**src/rtl/imem_load_ctrl.sv**
```systemverilog
// imem_load_ctrl
//   Arbitrates the single port of the instruction memory between CPU fetch and
//   a byte-serial program loader. While idle the CPU reads the memory
//   combinationally. During a load the CPU is stalled and sees HALT_OP. Byte
//   pairs (high byte first) are packed into words and written from address 0
//   upward. On completion or abort the CPU is told to restart at PC 0.
//
// Ports
//   clk, rst            clock, synchronous active-high reset
//   load_start/len      start a load of len words (0 = 2**ADDR_W), IDLE only
//   load_abort          cancel a load in progress
//   byte_valid/data     loader byte stream, byte_ready is the accept strobe
//   busy                any state other than IDLE
//   load_done           one-cycle pulse after the last word is written
//   load_err            sticky, set by an abort, cleared by load_start or rst
//   cpu_addr/instr      CPU fetch path, cpu_stall holds the CPU
//   cpu_restart         one-cycle pulse, CPU reloads PC = 0
//   mem_addr/we/wdata   memory port, mem_rdata is async read data at mem_addr
module imem_load_ctrl #(
    parameter int                ADDR_W  = 8,
    parameter int                DATA_W  = 16,
    parameter logic [DATA_W-1:0] HALT_OP = '0
) (
    input  logic              clk,
    input  logic              rst,
    input  logic              load_start,
    input  logic [ADDR_W-1:0] load_len,
    input  logic              load_abort,
    input  logic              byte_valid,
    input  logic [7:0]        byte_data,
    output logic              byte_ready,
    output logic              busy,
    output logic              load_done,
    output logic              load_err,
    input  logic [ADDR_W-1:0] cpu_addr,
    output logic [DATA_W-1:0] cpu_instr,
    output logic              cpu_stall,
    output logic              cpu_restart,
    output logic [ADDR_W-1:0] mem_addr,
    output logic              mem_we,
    output logic [DATA_W-1:0] mem_wdata,
    input  logic [DATA_W-1:0] mem_rdata
);

    typedef enum logic [2:0] {
        IDLE,
        GET_HI,
        GET_LO,
        WRITE,
        DONE
    } state_t;

    state_t state, state_next;

    // One extra bit so a full-depth load (len = 2**ADDR_W) is representable
    // and the final write lands on the top address without wrapping.
    logic [ADDR_W:0] count;
    logic [ADDR_W:0] len;
    logic [7:0]      hi_byte;
    logic [7:0]      lo_byte;

    // Abort only has effect while bytes are being gathered or written.
    logic aborting;
    assign aborting = load_abort && (state == GET_HI || state == GET_LO || state == WRITE);

    assign busy = (state != IDLE);

    always_ff @(posedge clk) begin
        if (rst) begin
            state    <= IDLE;
            count    <= '0;
            len      <= '0;
            hi_byte  <= '0;
            lo_byte  <= '0;
            load_err <= 1'b0;
        end else begin
            state <= state_next;
            case (state)
                IDLE: begin
                    if (load_start) begin
                        count    <= '0;
                        load_err <= 1'b0;
                        len      <= (load_len == '0) ? {1'b1, {ADDR_W{1'b0}}}
                                                     : {1'b0, load_len};
                    end
                end
                GET_HI: if (!load_abort && byte_valid) hi_byte <= byte_data;
                GET_LO: if (!load_abort && byte_valid) lo_byte <= byte_data;
                WRITE:  if (!load_abort) count <= count + 1'b1;
                default: ;
            endcase
            if (aborting) load_err <= 1'b1;
        end
    end

    always_comb begin
        state_next  = state;
        byte_ready  = 1'b0;
        mem_we      = 1'b0;
        mem_addr    = count[ADDR_W-1:0];
        mem_wdata   = {hi_byte, lo_byte};
        cpu_instr   = HALT_OP;
        cpu_stall   = 1'b1;
        load_done   = 1'b0;
        cpu_restart = 1'b0;

        case (state)
            IDLE: begin
                mem_addr  = cpu_addr;
                cpu_instr = mem_rdata;
                cpu_stall = 1'b0;
                if (load_start) state_next = GET_HI;
            end
            GET_HI: begin
                // Abort wins over a same-cycle byte: do not accept it.
                byte_ready = !load_abort;
                if (load_abort)      state_next = IDLE;
                else if (byte_valid) state_next = GET_LO;
            end
            GET_LO: begin
                byte_ready = !load_abort;
                if (load_abort)      state_next = IDLE;
                else if (byte_valid) state_next = WRITE;
            end
            WRITE: begin
                if (load_abort) begin
                    state_next = IDLE;
                end else begin
                    mem_we     = 1'b1;
                    state_next = ((count + 1'b1) == len) ? DONE : GET_HI;
                end
            end
            DONE: begin
                load_done  = 1'b1;
                state_next = IDLE;
            end
            default: state_next = IDLE;
        endcase

        cpu_restart = (state == DONE) || aborting;

        // A reset in the middle of a load must not let the pending write or
        // pulses escape on the reset edge.
        if (rst) begin
            mem_we      = 1'b0;
            load_done   = 1'b0;
            cpu_restart = 1'b0;
            byte_ready  = 1'b0;
        end
    end

endmodule

```
**config.mk**
```make
export PLATFORM = sky130hd
export DESIGN_NAME = imem_load_ctrl
export DESIGN_NICKNAME = d
export VERILOG_FILES = /design/src/rtl/imem_load_ctrl.sv
export SDC_FILE = /design/constraint.sdc
export NUM_CORES = 1
export LEC_CHECK = 0
export BUFFER_PORTS_ARGS = -buffer_cell sky130_fd_sc_hd__buf_2
export CORE_MARGIN = 3
export CORE_UTILIZATION = 50
export DETAILED_ROUTE_END_ITERATION = 10
export HOLD_SLACK_MARGIN = 0.15
export PLACE_DENSITY_LB_ADDON = 0.3
export SLEW_MARGIN = 25
export SYNTH_ARGS = -nofsm -noshare
export SYNTH_HDL_FRONTEND = slang
export SYNTH_SLANG_ARGS = --single-unit
```
**constraint.sdc**
```tcl
create_clock -name clk -period 3.7 [get_ports clk]
set_clock_uncertainty 0.1 [all_clocks]
set_input_delay 0.74 -clock clk [delete_from_list [all_inputs] [get_ports clk]]
set_output_delay 0.74 -clock clk [all_outputs]
set_load 0.01 [all_outputs]
```
======== After elaboration in Yosys (flattened, before gate mapping) ========
Cells that the tools add are included.
word-level totals
  register bits after elaboration ......... 38
  bits in latches ......................... 0
  RAM bits ................................ 0
  bits in read-only memories .............. 0
  bits of input ports ..................... 45
  memories kept ........................... 0
operators by class
  $add $sub $neg .......................... 1
  $mul .................................... 0
  div/mod/pow operators ................... 0
  magnitude comparators ................... 0
  eq/ne operators ......................... 9
  shifts and indexed selects .............. 0
  muxes and demuxes ....................... 26
  bitwise logic cells ..................... 0
  reduce and logical (&&, ||, !) cells .... 19
operators with widths
  operator             number
  $mux 9               3
  $mux 3               7
  $pmux 9 s2           1
  $mux 16              1
  $mux 1               12
  $pmux 3 s4           1
  $add 9x1->9 const B  1
  $eq 9x9->1           1
  $logic_not 8->1      1
  $mux 8               1
  $reduce_and 2->1     4
  $eq 3x2->1 const B   2
  $ne 3x3->1 const B   2
  $reduce_and 3->1     2
  $reduce_bool 2->1    3
  $ne 2x2->1 const B   2
  $eq 3x1->1 const B   1
  $eq 3x3->1 const B   1
  $logic_not 3->1      1
  $logic_or 1x1->1     3
  $reduce_bool 3->1    1
  $logic_and 1x1->1    2
  $reduce_or 2->1      1
  $logic_not 1->1      1

======== Longest topological paths before layout ========
  depth in word-level cells ............... 6
  mapped depth ............................ 7
  depth with buffers taken out ............ 6

======== Worst setup path before layout ========
No wires, ideal clock.
  kind .................................... register to output
  from .................................... reg state[2]
  to ...................................... out mem_addr[4]
  data arrival time ....................... 1.454 ns
  slack ................................... 1.406 ns
  stages on the path, launching flop included .. 5
  path through ............................ dfxtp_1 -> buf_2 -> nor3_2 -> clkbuf_1 -> mux2_2
on the way
  cells in the longest elaborated chain, start to end .. 2
RTL lines
  what                      line  RTL
  start: declaration        53    state_t state, state_next;
  start signal: assignment  77    state <= state_next;
  $logic_not 3->1           107   case (state)
  $mux 8                    107
  end: declaration          39    output logic [ADDR_W-1:0] mem_addr,
Every way passes these cells.

======== Worst setup path after layout ========
  from .................................... reg state[1]
  to ...................................... out mem_we
on the way
  cells in the longest elaborated chain, start to end .. 3
RTL lines
  what              line  RTL
  $eq 3x2->1        107
  $mux 1            107
  $mux 1            144   if (rst) begin
  end: declaration  40    output logic mem_we,
Every way passes these cells.

==> out/summary.json <==
{
  "grt_start_max_net_pins": 42,
  "vias_per_cell": 5.35,
  "cts-buffers-inserted": 5,
  "cellPowerDensity_mw_per_mm2": 381,
  "core_area_mm2": 0.00409,
  "number_of_enable_type_register_cells_in_the_synthesized_netlist": 0,
  "path_cells": "nand4bb_1, nor2_1, buf_2",
  "cts.htree.levels": 2,
  "endpoint_class_of_the_critical_path": "output pin",
  "rsz_0062_raised_after_global_routing": "no",
  "estimated_wirelength_of_the_detail_placed_design_mm": 3.74,
  "postSynthRegisterBits": 38,
  "worst_slew_pin_slew_ns": 0.700,
  "preCtsSetupSlack_ns": 0.968,
  "gpl.final_weighted_congestion": 0.838,
  "synthesis.nets": 305,
  "reg_to_reg_slack_setup_ns": 1.45,
  "regToRegEndpoint": "state[0]$_SDFFE_PP0P_",
  "tritoncts": "done",
  "post_cts_buffers": 0,
  "ant_nets": 0,
  "totalNegativeSetupSlack_ns": 0,
  "status": "finished, final reports clean",
  "final.fill_count": 345,
  "grt.overflow.total": 0,
  "placementRows": 23,
  "area_growth_pct": 25.1,
  "grt_pass1_wl_mm": 8.11,
  "grt_pass1_vias": 1843,
  "post-synth-top-count-cell": "sky130_fd_sc_hd__dfxtp_1",
  "critPathMaxStageDelay_ns": 0.61,
  "insertedDiodeCount": 0,
  "detailedRoute.firstIterationViolations": 123,
  "design.final.nets": 383,
  "die_w_um": 71.6,
  "yosysTopAreaCell": "sky130_fd_sc_hd__dfxtp_1",
  "crit-reg2reg-launch": "count[0]$_SDFFE_PP0P_",
  "worst-r2r-cell-count": 6,
  "max-clock-path-buffers": 2,
  "leakagePower_nw": 1.24,
  "report.final.slew_viol_count": 0,
  "route.vias.total": 2077,
  "area.sequential_um2": 761,
  "maxClockFrequency_mhz": 362,
  "cts_root_buffer": "sky130_fd_sc_hd__clkbuf_8",
  "required_ns": 2.86,
  "wl_per_cell_um": 13.0,
  "fp.dieArea_mm2": 0.00513,
  "drv.max_cap_violation_count": 0,
  "clock_sinks": 38,
  "multiInputGateArea_mm2": 0.00126,
  "report.final.hold_viol_count": 0,
  "netlist_top_cells_count": "38 x sky130_fd_sc_hd__dfxtp_1, 33 x sky130_fd_sc_hd__nor2_1, 25 x sky130_fd_sc_hd__nand2_1",
  "area_contributors_post_synth": "sky130_fd_sc_hd__dfxtp_1 35%, sky130_fd_sc_hd__mux2i_1 7.9%, sky130_fd_sc_hd__nor2_1 5.8%, sky130_fd_sc_hd__and2_1 5.5%, sky130_fd_sc_hd__a21oi_1 4.6%",
  "worst_setup_hold_path_clk_slew_ns": 0.08,
  "post_route_cells_drive_above_1_share_pct": 34.3,
  "timing.critical_path.from": "state[1]$_SDFFE_PP0P_",
  "route.detailed.drc": 0,
  "synth.cell_area_mm2": 0.00215,
  "ys_async_sr_fraction_pct": 0,
  "slowest_stage": "sky130_fd_sc_hd__dfxtp_1",
  "die_height_um": 71.6,
  "io_buffers": 91,
  "clk_latency_ns": 0.30,
  "category_of_the_critical_setup_timing_path": "flop to output pin",
  "max_slew_margin_pct": 53.3,
  "yosys.cell_types.count": 50,
  "post-synth-top-area-fraction_pct": 35.3,
  "drt_wl_total_mm": 5.06,
  "synth.yosys.warnings": 0,
  "hold_wc_path_type": "flop to flop",
  "globalRouteTotalUtil_pct": 19.8,
  "drt_pass_1_iters": 4,
  "post_cts_resize_count": 0,
  "setup_viol": 0,
  "synth_sequential_area_ratio_pct": 35.3,
  "finalCritPeriodShare_pct": 74.6,
  "synth_top_flop_cell": "sky130_fd_sc_hd__dfxtp_1",
  "arrival_ns": 1.92,
  "end_point_of_the_critical_path": "mem_we",
  "critPathLaunchType": "flop",
  "layout_min_cycle_time_ns": 2.76,
  "avgSynthCellArea_um2": 8.31,
  "crit_fanout": 15,
  "cts_hold_buf": 0,
  "grt_antenna_before_repair": 0,
  "finalPower_w": 0.00103,
  "syn_inst": 259,
  "ir_drop_worst_vdd_v": 0.000204,
  "worst_setup_margin_ns": 0.940,
  "ioPinCount": 92,
  "start_util_pct": 52.7
}
[critical path: cells and delay by family (launching register included)]
| kind | cells | cell delay (ns) |
|---|---|---|
| buf+inv | 1 | 0.17 |
| flops | 1 | 0.61 |
| simple gates | 2 | 0.83 |
[state kept, by name, indices dropped and copies added (netlist names)]
register	cells
lo_byte	8
hi_byte	8
state	3
len	9
load_err	1
count	9
[cell families after synthesis]
family,after synthesis,share of synthesized area [%]
mux,25,12.1
fa+ha+maj,1,0.581
compound gates,44,12.2
flops,38,35.3
buf+inv,23,6.04
simple gates,114,28.1
xor+xnor,14,5.69
[through the flow]
| step | util (%) | cells | hold WS (ns) | area [um2] |
|---|---|---|---|---|
| floorplan | - | 259 | 0.348 | 2150 |
| global placement | 62.6 | 380 | 0.361 | 2560 |
| detailed placement | 62.6 | 380 | 0.363 | 2560 |
| CTS | 65.9 | 388 | 0.373 | 2690 |
| global route | 65.9 | 388 | 0.396 | 2690 |
| finish | 65.9 | 388 | 0.370 | 2690 |
[layer usage]
metal | up-vias | wire (um) | GRT usage (%)
met3 | 5 | 407 | 6.17
li1 | 1053 | - | -
met5 | - | 0 | 0
met1 | 945 | 2150 | 23.9
met2 | 74 | 2470 | 33.4
met4 | 0 | 29 | 6.89
[power breakdown]
part	leakage (nW)	internal [W]	switching, W
clock	0.0683	0.000270	0.000154
sequential	0.308	0.000420	0.0000132
combinational	0.865	0.0000824	0.0000869
total	1.24	0.000772	0.000254
[final cells by class]
type,instances,share of cell area [%]
Clock buffer,5,2.55
Clock inverter,3,2.55
Inverter,2,0.279
Multi-Input combinational cell,198,46.9
Sequential cell,38,28.2
Tap cell,50,2.32
Timing Repair Buffer,92,17.2
[how the worst min path moves through the flow]
stage | from | end | slack [ns] | cells past startpoint
2_1_floorplan | len[4]$_SDFFE_PP0P_ | len[4]$_SDFFE_PP0P_ | 0.35 | 2
3_3_place_gp | len[8]$_SDFFE_PP0P_ | len[8]$_SDFFE_PP0P_ | 0.36 | 2
3_5_place_dp | len[2]$_SDFFE_PP0P_ | len[2]$_SDFFE_PP0P_ | 0.36 | 2
4_1_cts | len[2]$_SDFFE_PP0P_ | len[2]$_SDFFE_PP0P_ | 0.37 | 2
5_1_grt | len[5]$_SDFFE_PP0P_ | len[5]$_SDFFE_PP0P_ | 0.40 | 2
6_report | len[2]$_SDFFE_PP0P_ | len[2]$_SDFFE_PP0P_ | 0.37 | 2
[layout by cell type, fill, tap and decap left out, drive strengths merged, types with 2 or more instances in the layout]
| master | count |
|---|---|
| nand2 | 25 |
| bufinv | 2 |
| o22ai | 2 |
| nor2 | 33 |
| o21ai | 11 |
| clkbuf | 5 |
| nor2b | 2 |
| nand3 | 8 |
| xnor2 | 10 |
| inv | 2 |
| dfxtp | 38 |
| nand4 | 2 |
| nor4 | 4 |
| nor3 | 5 |
| and3 | 2 |
| a21oi | 20 |
| nor4b | 2 |
| or3 | 2 |
| buf | 92 |
| nand4b | 2 |
| and2 | 20 |
| mux2i | 17 |
| mux2 | 8 |
| xor2 | 4 |
(Power assumes the default switching activity.)
